### src/rtl/fir_pkg.sv
// Shared types and defaults for the FIR coefficient-loading logic.
package fir_pkg;

    localparam int FIR_MAX_TAPS = 16;
    localparam int FIR_COEFF_W  = 32;
    localparam int FIR_IDX_W    = $clog2(FIR_MAX_TAPS);

    typedef logic [FIR_IDX_W-1:0] fir_tap_idx_t;

    typedef enum logic [1:0] {
        IDLE      = 2'd0,
        LOAD      = 2'd1,
        WAIT_SWAP = 2'd2
    } fir_ld_state_t;

endpackage

### src/rtl/fir_coeff_loader.sv
// Streams coefficient words into the shadow tap bank, then swaps banks on a
// sample boundary so the datapath only ever sees a complete coefficient set.
module fir_coeff_loader
    import fir_pkg::*;
#(
    parameter int MAX_TAPS = FIR_MAX_TAPS,
    parameter int COEFF_W  = FIR_COEFF_W,
    parameter int IDX_W    = $clog2(MAX_TAPS)
) (
    input  logic               clk,
    input  logic               rstn,
    input  logic               load_start,
    input  logic [IDX_W:0]     num_taps,
    input  logic               coeff_data_valid,
    input  logic [COEFF_W-1:0] coeff_data,
    input  logic               sample_strobe,
    input  logic               err_clr,
    output logic               coeff_we,
    output logic               coeff_wbank,
    output logic [IDX_W-1:0]   coeff_waddr,
    output logic [COEFF_W-1:0] coeff_wdata,
    output logic               bank_sel,
    output logic               busy,
    output logic               done,
    output logic               err_overflow,
    output logic               err_cfg
);

    localparam logic [IDX_W:0] MAX_TAPS_W = (IDX_W+1)'(MAX_TAPS);
    localparam logic [IDX_W:0] ONE_W      = (IDX_W+1)'(1);

    fir_ld_state_t      state_q, state_d;
    logic [IDX_W-1:0]   idx_q, idx_d;
    logic [IDX_W:0]     ntaps_q, ntaps_d;
    logic               we_q, we_d;
    logic [IDX_W-1:0]   waddr_q, waddr_d;
    logic [COEFF_W-1:0] wdata_q, wdata_d;
    logic               bank_q, bank_d;
    logic               busy_q, busy_d;
    logic               done_q, done_d;
    logic               ovf_q, ovf_d;
    logic               cfg_q, cfg_d;

    logic cfg_legal;
    logic last_word;

    assign cfg_legal = (num_taps != '0) && (num_taps <= MAX_TAPS_W);
    assign last_word = ({1'b0, idx_q} == (ntaps_q - ONE_W));

    always_comb begin
        state_d = state_q;
        idx_d   = idx_q;
        ntaps_d = ntaps_q;
        we_d    = 1'b0;
        waddr_d = waddr_q;
        wdata_d = wdata_q;
        bank_d  = bank_q;
        done_d  = 1'b0;
        // Sticky flags: a set condition below overrides the clear.
        ovf_d   = ovf_q & ~err_clr;
        cfg_d   = cfg_q & ~err_clr;

        if (load_start) begin
            // A new start always restarts the sequence; the active bank is untouched.
            idx_d = '0;
            if (cfg_legal) begin
                state_d = LOAD;
                ntaps_d = num_taps;
            end else begin
                state_d = IDLE;
                cfg_d   = 1'b1;
            end
            if (coeff_data_valid && (state_q != LOAD)) begin
                ovf_d = 1'b1;
            end
        end else begin
            case (state_q)
                IDLE: begin
                    if (coeff_data_valid) begin
                        ovf_d = 1'b1;
                    end
                end
                LOAD: begin
                    if (coeff_data_valid) begin
                        we_d    = 1'b1;
                        waddr_d = idx_q;
                        wdata_d = coeff_data;
                        if (last_word) begin
                            state_d = WAIT_SWAP;
                            idx_d   = '0;
                        end else begin
                            idx_d = idx_q + 1'b1;
                        end
                    end
                end
                WAIT_SWAP: begin
                    if (coeff_data_valid) begin
                        ovf_d = 1'b1;
                    end
                    if (sample_strobe) begin
                        bank_d  = ~bank_q;
                        done_d  = 1'b1;
                        state_d = IDLE;
                    end
                end
                default: begin
                    state_d = IDLE;
                    idx_d   = '0;
                end
            endcase
        end

        busy_d = (state_d != IDLE);
    end

    always_ff @(posedge clk or negedge rstn) begin
        if (!rstn) begin
            state_q <= IDLE;
            idx_q   <= '0;
            ntaps_q <= '0;
            we_q    <= 1'b0;
            waddr_q <= '0;
            wdata_q <= '0;
            bank_q  <= 1'b0;
            busy_q  <= 1'b0;
            done_q  <= 1'b0;
            ovf_q   <= 1'b0;
            cfg_q   <= 1'b0;
        end else begin
            state_q <= state_d;
            idx_q   <= idx_d;
            ntaps_q <= ntaps_d;
            we_q    <= we_d;
            waddr_q <= waddr_d;
            wdata_q <= wdata_d;
            bank_q  <= bank_d;
            busy_q  <= busy_d;
            done_q  <= done_d;
            ovf_q   <= ovf_d;
            cfg_q   <= cfg_d;
        end
    end

    assign coeff_we     = we_q;
    assign coeff_wbank  = ~bank_q;
    assign coeff_waddr  = waddr_q;
    assign coeff_wdata  = wdata_q;
    assign bank_sel     = bank_q;
    assign busy         = busy_q;
    assign done         = done_q;
    assign err_overflow = ovf_q;
    assign err_cfg      = cfg_q;

endmodule

### config.mk
export PLATFORM = sky130hd
export DESIGN_NAME = fir_coeff_loader
export DESIGN_NICKNAME = d
export VERILOG_FILES = /design/src/rtl/fir_pkg.sv /design/src/rtl/fir_coeff_loader.sv
export SDC_FILE = /design/constraint.sdc
export NUM_CORES = 1
export LEC_CHECK = 0
export CAP_MARGIN = 20
export CORE_MARGIN = 1.5
export CORE_UTILIZATION = 43
export CTS_BUF_LIST = sky130_fd_sc_hd__clkbuf_16
export CTS_CLUSTER_DIAMETER = 100
export DETAILED_ROUTE_END_ITERATION = 6
export PLACE_DENSITY = 0.79
export SKIP_LAST_GASP = 1
export SLEW_MARGIN = 20
export SYNTH_ARGS = -nofsm -noshare
export SYNTH_HDL_FRONTEND = slang
export SYNTH_SLANG_ARGS = --single-unit
### constraint.sdc
create_clock -name clk -period 2.4 [get_ports clk]
set_clock_uncertainty 0.2 [all_clocks]
set_input_delay 0.48 -clock clk [delete_from_list [all_inputs] [get_ports clk]]
set_output_delay 0.48 -clock clk [all_outputs]
set_load 0.1 [all_outputs]
---- Word level (Yosys, flattened, before mapping) ----
Index checks and enable logic that the tools add are counted.
word-level totals
  register bits ........................... 53
  latch bits .............................. 0
  bits in writable memories ............... 0
  ROM bits ................................ 0
  input bits .............................. 43
  output and inout bits ................... 43
  word-level logic and storage cells ...... 57
  memories ................................ 0
operators by class
  $add $sub $neg .......................... 2
  multiply operators ...................... 0
  div/mod/pow operators ................... 0
  $lt $le $gt $ge ......................... 1
  equal/unequal tests ..................... 6
  shifts and indexed selects .............. 0
  muxes and demuxes ....................... 22
  bitwise operators ....................... 5
  reduce and logical (&&, ||, !) cells .... 10
operators with widths
  operator               number
  $mux W1                13
  $mux W4                3
  $mux W2                4
  $pmux W4 S2            1
  $pmux W2 S3            1
  $reduce_and A3 Y1      2
  $eq A4 B5 Y1           1
  $le A5 B5 Y1 const B   1
  $reduce_bool A5 Y1     1
  $sub A5 B1 Y5 const B  1
  $add A4 B1 Y4 const B  1
  $ne A2 B1 Y1 const B   2
  $reduce_and A2 Y1      2
  $ne A3 B3 Y1 const B   1
  $not A1 Y1             3
  $and A1 B1 Y1          2
  $eq A2 B1 Y1 const B   1
  $eq A2 B2 Y1 const B   1
  $logic_and A1 B1 Y1    2
  $logic_not A2 Y1       1
  $reduce_bool A2 Y1     1
  $reduce_or A2 Y1       1

---- Longest topological paths before layout ----
  depth after elaboration ................. 7
  depth in mapped cells ................... 7
  depth with buffers taken out ............ 7

---- Worst setup path before layout ----
OpenSTA, ideal clock, no wires.
  path type ............................... reg-to-output
  start point ............................. reg bank_q (netlist: bank_sel)
  end point ............................... out coeff_wbank
  arrival time ............................ 1.577 ns
  required time ........................... 1.720 ns
  path slack .............................. 0.143 ns
  cell stages (with the launch flop) ...... 2
  path through ............................ dfrtp_1 > inv_1
between the ends
  longest elaborated chain between the ends .. 1
RTL lines
  item                    RTL line                 source
  start, declared         fir_coeff_loader.sv:38   logic bank_q, bank_d;
  start signal, assigned  fir_coeff_loader.sv:136  bank_q <= bank_d;
  $not A1 Y1              fir_coeff_loader.sv:145  assign coeff_wbank = ~bank_q;
  end, declared           fir_coeff_loader.sv:19   output logic coeff_wbank,
Every way passes these cells.

---- Final worst setup path ----
  start point ............................. in num_taps[1]
  end point ............................... reg ntaps_q[1]
between the ends
  longest elaborated chain between the ends .. 3
  elaborated cells on any way between the ends .. 4
RTL lines
  item                                                RTL line                 source
  start, declared                                     fir_coeff_loader.sv:13   input logic [IDX_W:0] num_taps,
  $le A5 B5 Y1 or $reduce_bool A5 Y1 (tied branches)  fir_coeff_loader.sv:47   assign cfg_legal = (num_taps != '0) && (num_taps <= MAX_TAPS_W);
  $logic_and A1 B1 Y1                                 fir_coeff_loader.sv:47
  $reduce_and A2 Y1 (no line)                         n/a
  end signal, assigned                                fir_coeff_loader.sv:132  ntaps_q <= ntaps_d;
  end, declared                                       fir_coeff_loader.sv:34   logic [IDX_W:0] ntaps_q, ntaps_d;
Several ways; a longest one is shown, not always the timed one.
A chain may end at the register's enable or synchronous reset.

==> results by group <==
Critical path
  – CP Class: in2reg
  – Reg2Reg Launch Point: ntaps_q[0]
  – Beginning of the critical path: num_taps[1]
  – WP data arrival: 2.07 ns
  – CP Launch Type: primary input
  – Crit path max fanout: 6
  – Worst Path Required: 2.37 ns
  – Crit. End Element: flip-flop

Global routing
  – GRT overflow: 0
  – Global-route wire length before repair: 6740 um
  – GRT Overall Usage: 16.1%
  – Largest net degree at the start of global routing: 28
  – Vias in the first global route: 1487
  – Initial antenna violation count: 0

Routing
  – Routed Antenna Nets: 0
  – Initial DRC count: 36
  – Total number of vias: 1513
  – Initial DRT Pass Iterations: 4
  – Vias per inst: 4.73
  – Wire per inst: 13.2 um
  – Final WL: 4210 um
  – DRC viols: 0

Synth
  – Synth area leaders: dfrtp_1 (60%), mux2_2 (15%), mux2_4 (6.7%), xnor2_1 (2.8%), inv_1 (1.5%)
  – Share of the synthesized area in the top cell type: 59.5%
  – YS warnings: 0
  – Async SR Flop Fraction: 100%
  – Syn Nets: 203
  – Cell accounting for the most synthesized area: dfrtp_1
  – Post-Syn Instances: 158
  – Syn avg cell area: 14.1 um^2
  – Synth unique cells: 34
  – Register bit total from synthesis: 53
  – Mapped Area: 0.00223 mm^2
  – Most used DFF post-synth: dfrtp_1
  – EDFF count, synth: 0
  – Post-synthesis sequential area ratio: 59.5%

Placement
  – Final GP Congestion: 0.818
  – Final HPWL DP: 3200 um
  – Port bufs: 85
  – Pre-CTS setup slack: -0.0155 ns

Die
  – Io pins: 86
  – Full die area: 0.00562 mm^2
  – Die X-Extent: 75.0 um
  – Core area: 0.00504 mm^2
  – Die height: 75.0 um
  – Rows: 26
  – Initial Util: 44.2%

Run status
  – Status: finished, final reports clean

Finish
  – Nets@finish: 294
  – Syn-to-layout area delta: 45.4%
  – Fill count: 401
  – Util after Layout: 64.3%
  – Share of cells above drive strength 1: 39.2%
  – Most frequent cells in the layout: dfrtp_1 (53), buf_4 (45), clkdlybuf4s50_1 (41)
  – Number of diodes: 0
  – Commonest non-fill, non-tap cell in the layout: dfrtp_1

Timing
  – Final setup TNS: 0 ns
  – Worst Slack Setup Final: 0.299 ns
  – Fmax: 476 MHz
  – Period minus WS final: 2.10 ns
  – Final setup fails: 0
  – Hold_ws: 0.0121 ns
  – Final slew viol count: 0
  – RSZ-0062 raised after global routing: false
  – Hold Fails Final Rpt: 0
  – Worst Tran Pin Value: 0.633 ns
  – Tcrit/Tclk final: 87.5%
  – Max-slew headroom: 57.8%

Clock network
  – CTS Buf Count: 5
  – Clock root cell: clkbuf_16
  – H-Tree Level Count: 2
  – Clock sink count: 53
  – Setup Fix Bufs, Post-CTS: 0
  – CTS tree: built
  – Post-CTS Hold Fix Bufs: 0
  – Resized cells post-CTS: 0
  – Clk_lat worst skew: 0.28 ns
  – CTS max path bufs: 2
  – Worst-path clk slew: 0.06 ns

Power
  – Worst VDD drop: 573 uV
  – Total power: 3940 uW
  – Lkg Pwr: 0.00148 uW
  – PD cells: 1220 mW/mm^2

Run
  – # Max-Cap Violations: 0

Min path
  – Hold Crit Class: in2async
## kinds of logic (layout without fill, tap and decap cells)
kind of cell	count (synthesis)	in the layout	synth area share, %
AOI/OAI and AO/OA	13	13	3.71
xor gates and xnor gates	9	9	3.54
adders and majority gates	2	2	1.12
buffers and inverters	16	108	3.99
DFF	53	53	59.5
muxes	41	41	22.4
and+or+nand+nor	24	24	5.73
## metal layers
layer / share of wire [%] / track usage, % / wire length [um] / vias up
met5: 0 / 0 / 0 / -
met4: 1.3 / 4.85 / 53 / 0
met3: 8.4 / 4.95 / 355 / 6
met2: 46 / 25.8 / 1940 / 65
met1: 44 / 21.0 / 1860 / 713
li1: - / - / - / 729
## worst max-delay path, stage by stage
cell and delay [ns]:
clkdlybuf4s50_1 0.41, nor4_1 0.34, xor2_1 0.21, or2_1 0.26, mux2_2 0.36
## stage by stage
stage | std cells | area (um^2)
final | 320 | 3240
after global routing | 320 | 3240
after CTS | 320 | 3240
after detailed placement | 312 | 3080
after global placement | 312 | 3080
after floorplan | 158 | 2230
## synth_stat cells (2+ instances only)
master   count
xnor2_1      7
ha_1         2
buf_2        2
xor2_1       2
o22ai_1      2
nand2_1      8
dfrtp_1     53
inv_1        9
mux2_4      10
nor2_1       4
buf_6        3
o21ai_0      4
mux2_2      30
nand3_1      2
## report_power, final
group / switching, uW / total (uW) / internal, uW
logic: 1490 / 1980 / 484
registers: 104 / 1180 / 1080
clock network: 294 / 778 / 485
## state kept, by name (all words and copies together), names as in the netlist
name,count
done,1
bank_sel,1
busy,1
idx_q,4
err_cfg,1
coeff_wdata,32
ntaps_q,5
coeff_we,1
state_q,2
coeff_waddr,4
err_overflow,1
## path summary, 6_finish.rpt
| path | endpoint | slack (ns) | cells after the start |
|---|---|---|---|
| setup / recovery | ntaps_q[1] | 0.30 | 5 |
| hold / removal | coeff_wdata[2] | 0.01 | 1 |
| setup reg to reg | idx_q[2] | 0.45 | 7 |
| hold reg to reg | coeff_wdata[12] | 0.31 | 1 |
| max in group asynchronous | coeff_we | 1.42 | 2 |
| min in group clk | coeff_wdata[12] | 0.31 | 1 |
## cell type report
class / instances / area (um^2) / area share (%)
Clock inverter: 3 / 37.5 / 1.16
Clock buffer: 5 / 125 / 3.86
Timing Repair Buffer: 90 / 813 / 25.1
Tap cell: 70 / 87.6 / 2.70
Multi-Input combinational cell: 89 / 813 / 25.1
Inverter: 10 / 37.5 / 1.16
Sequential cell: 53 / 1330 / 40.9
No activity file was read; power rests on OpenSTA's default activity.
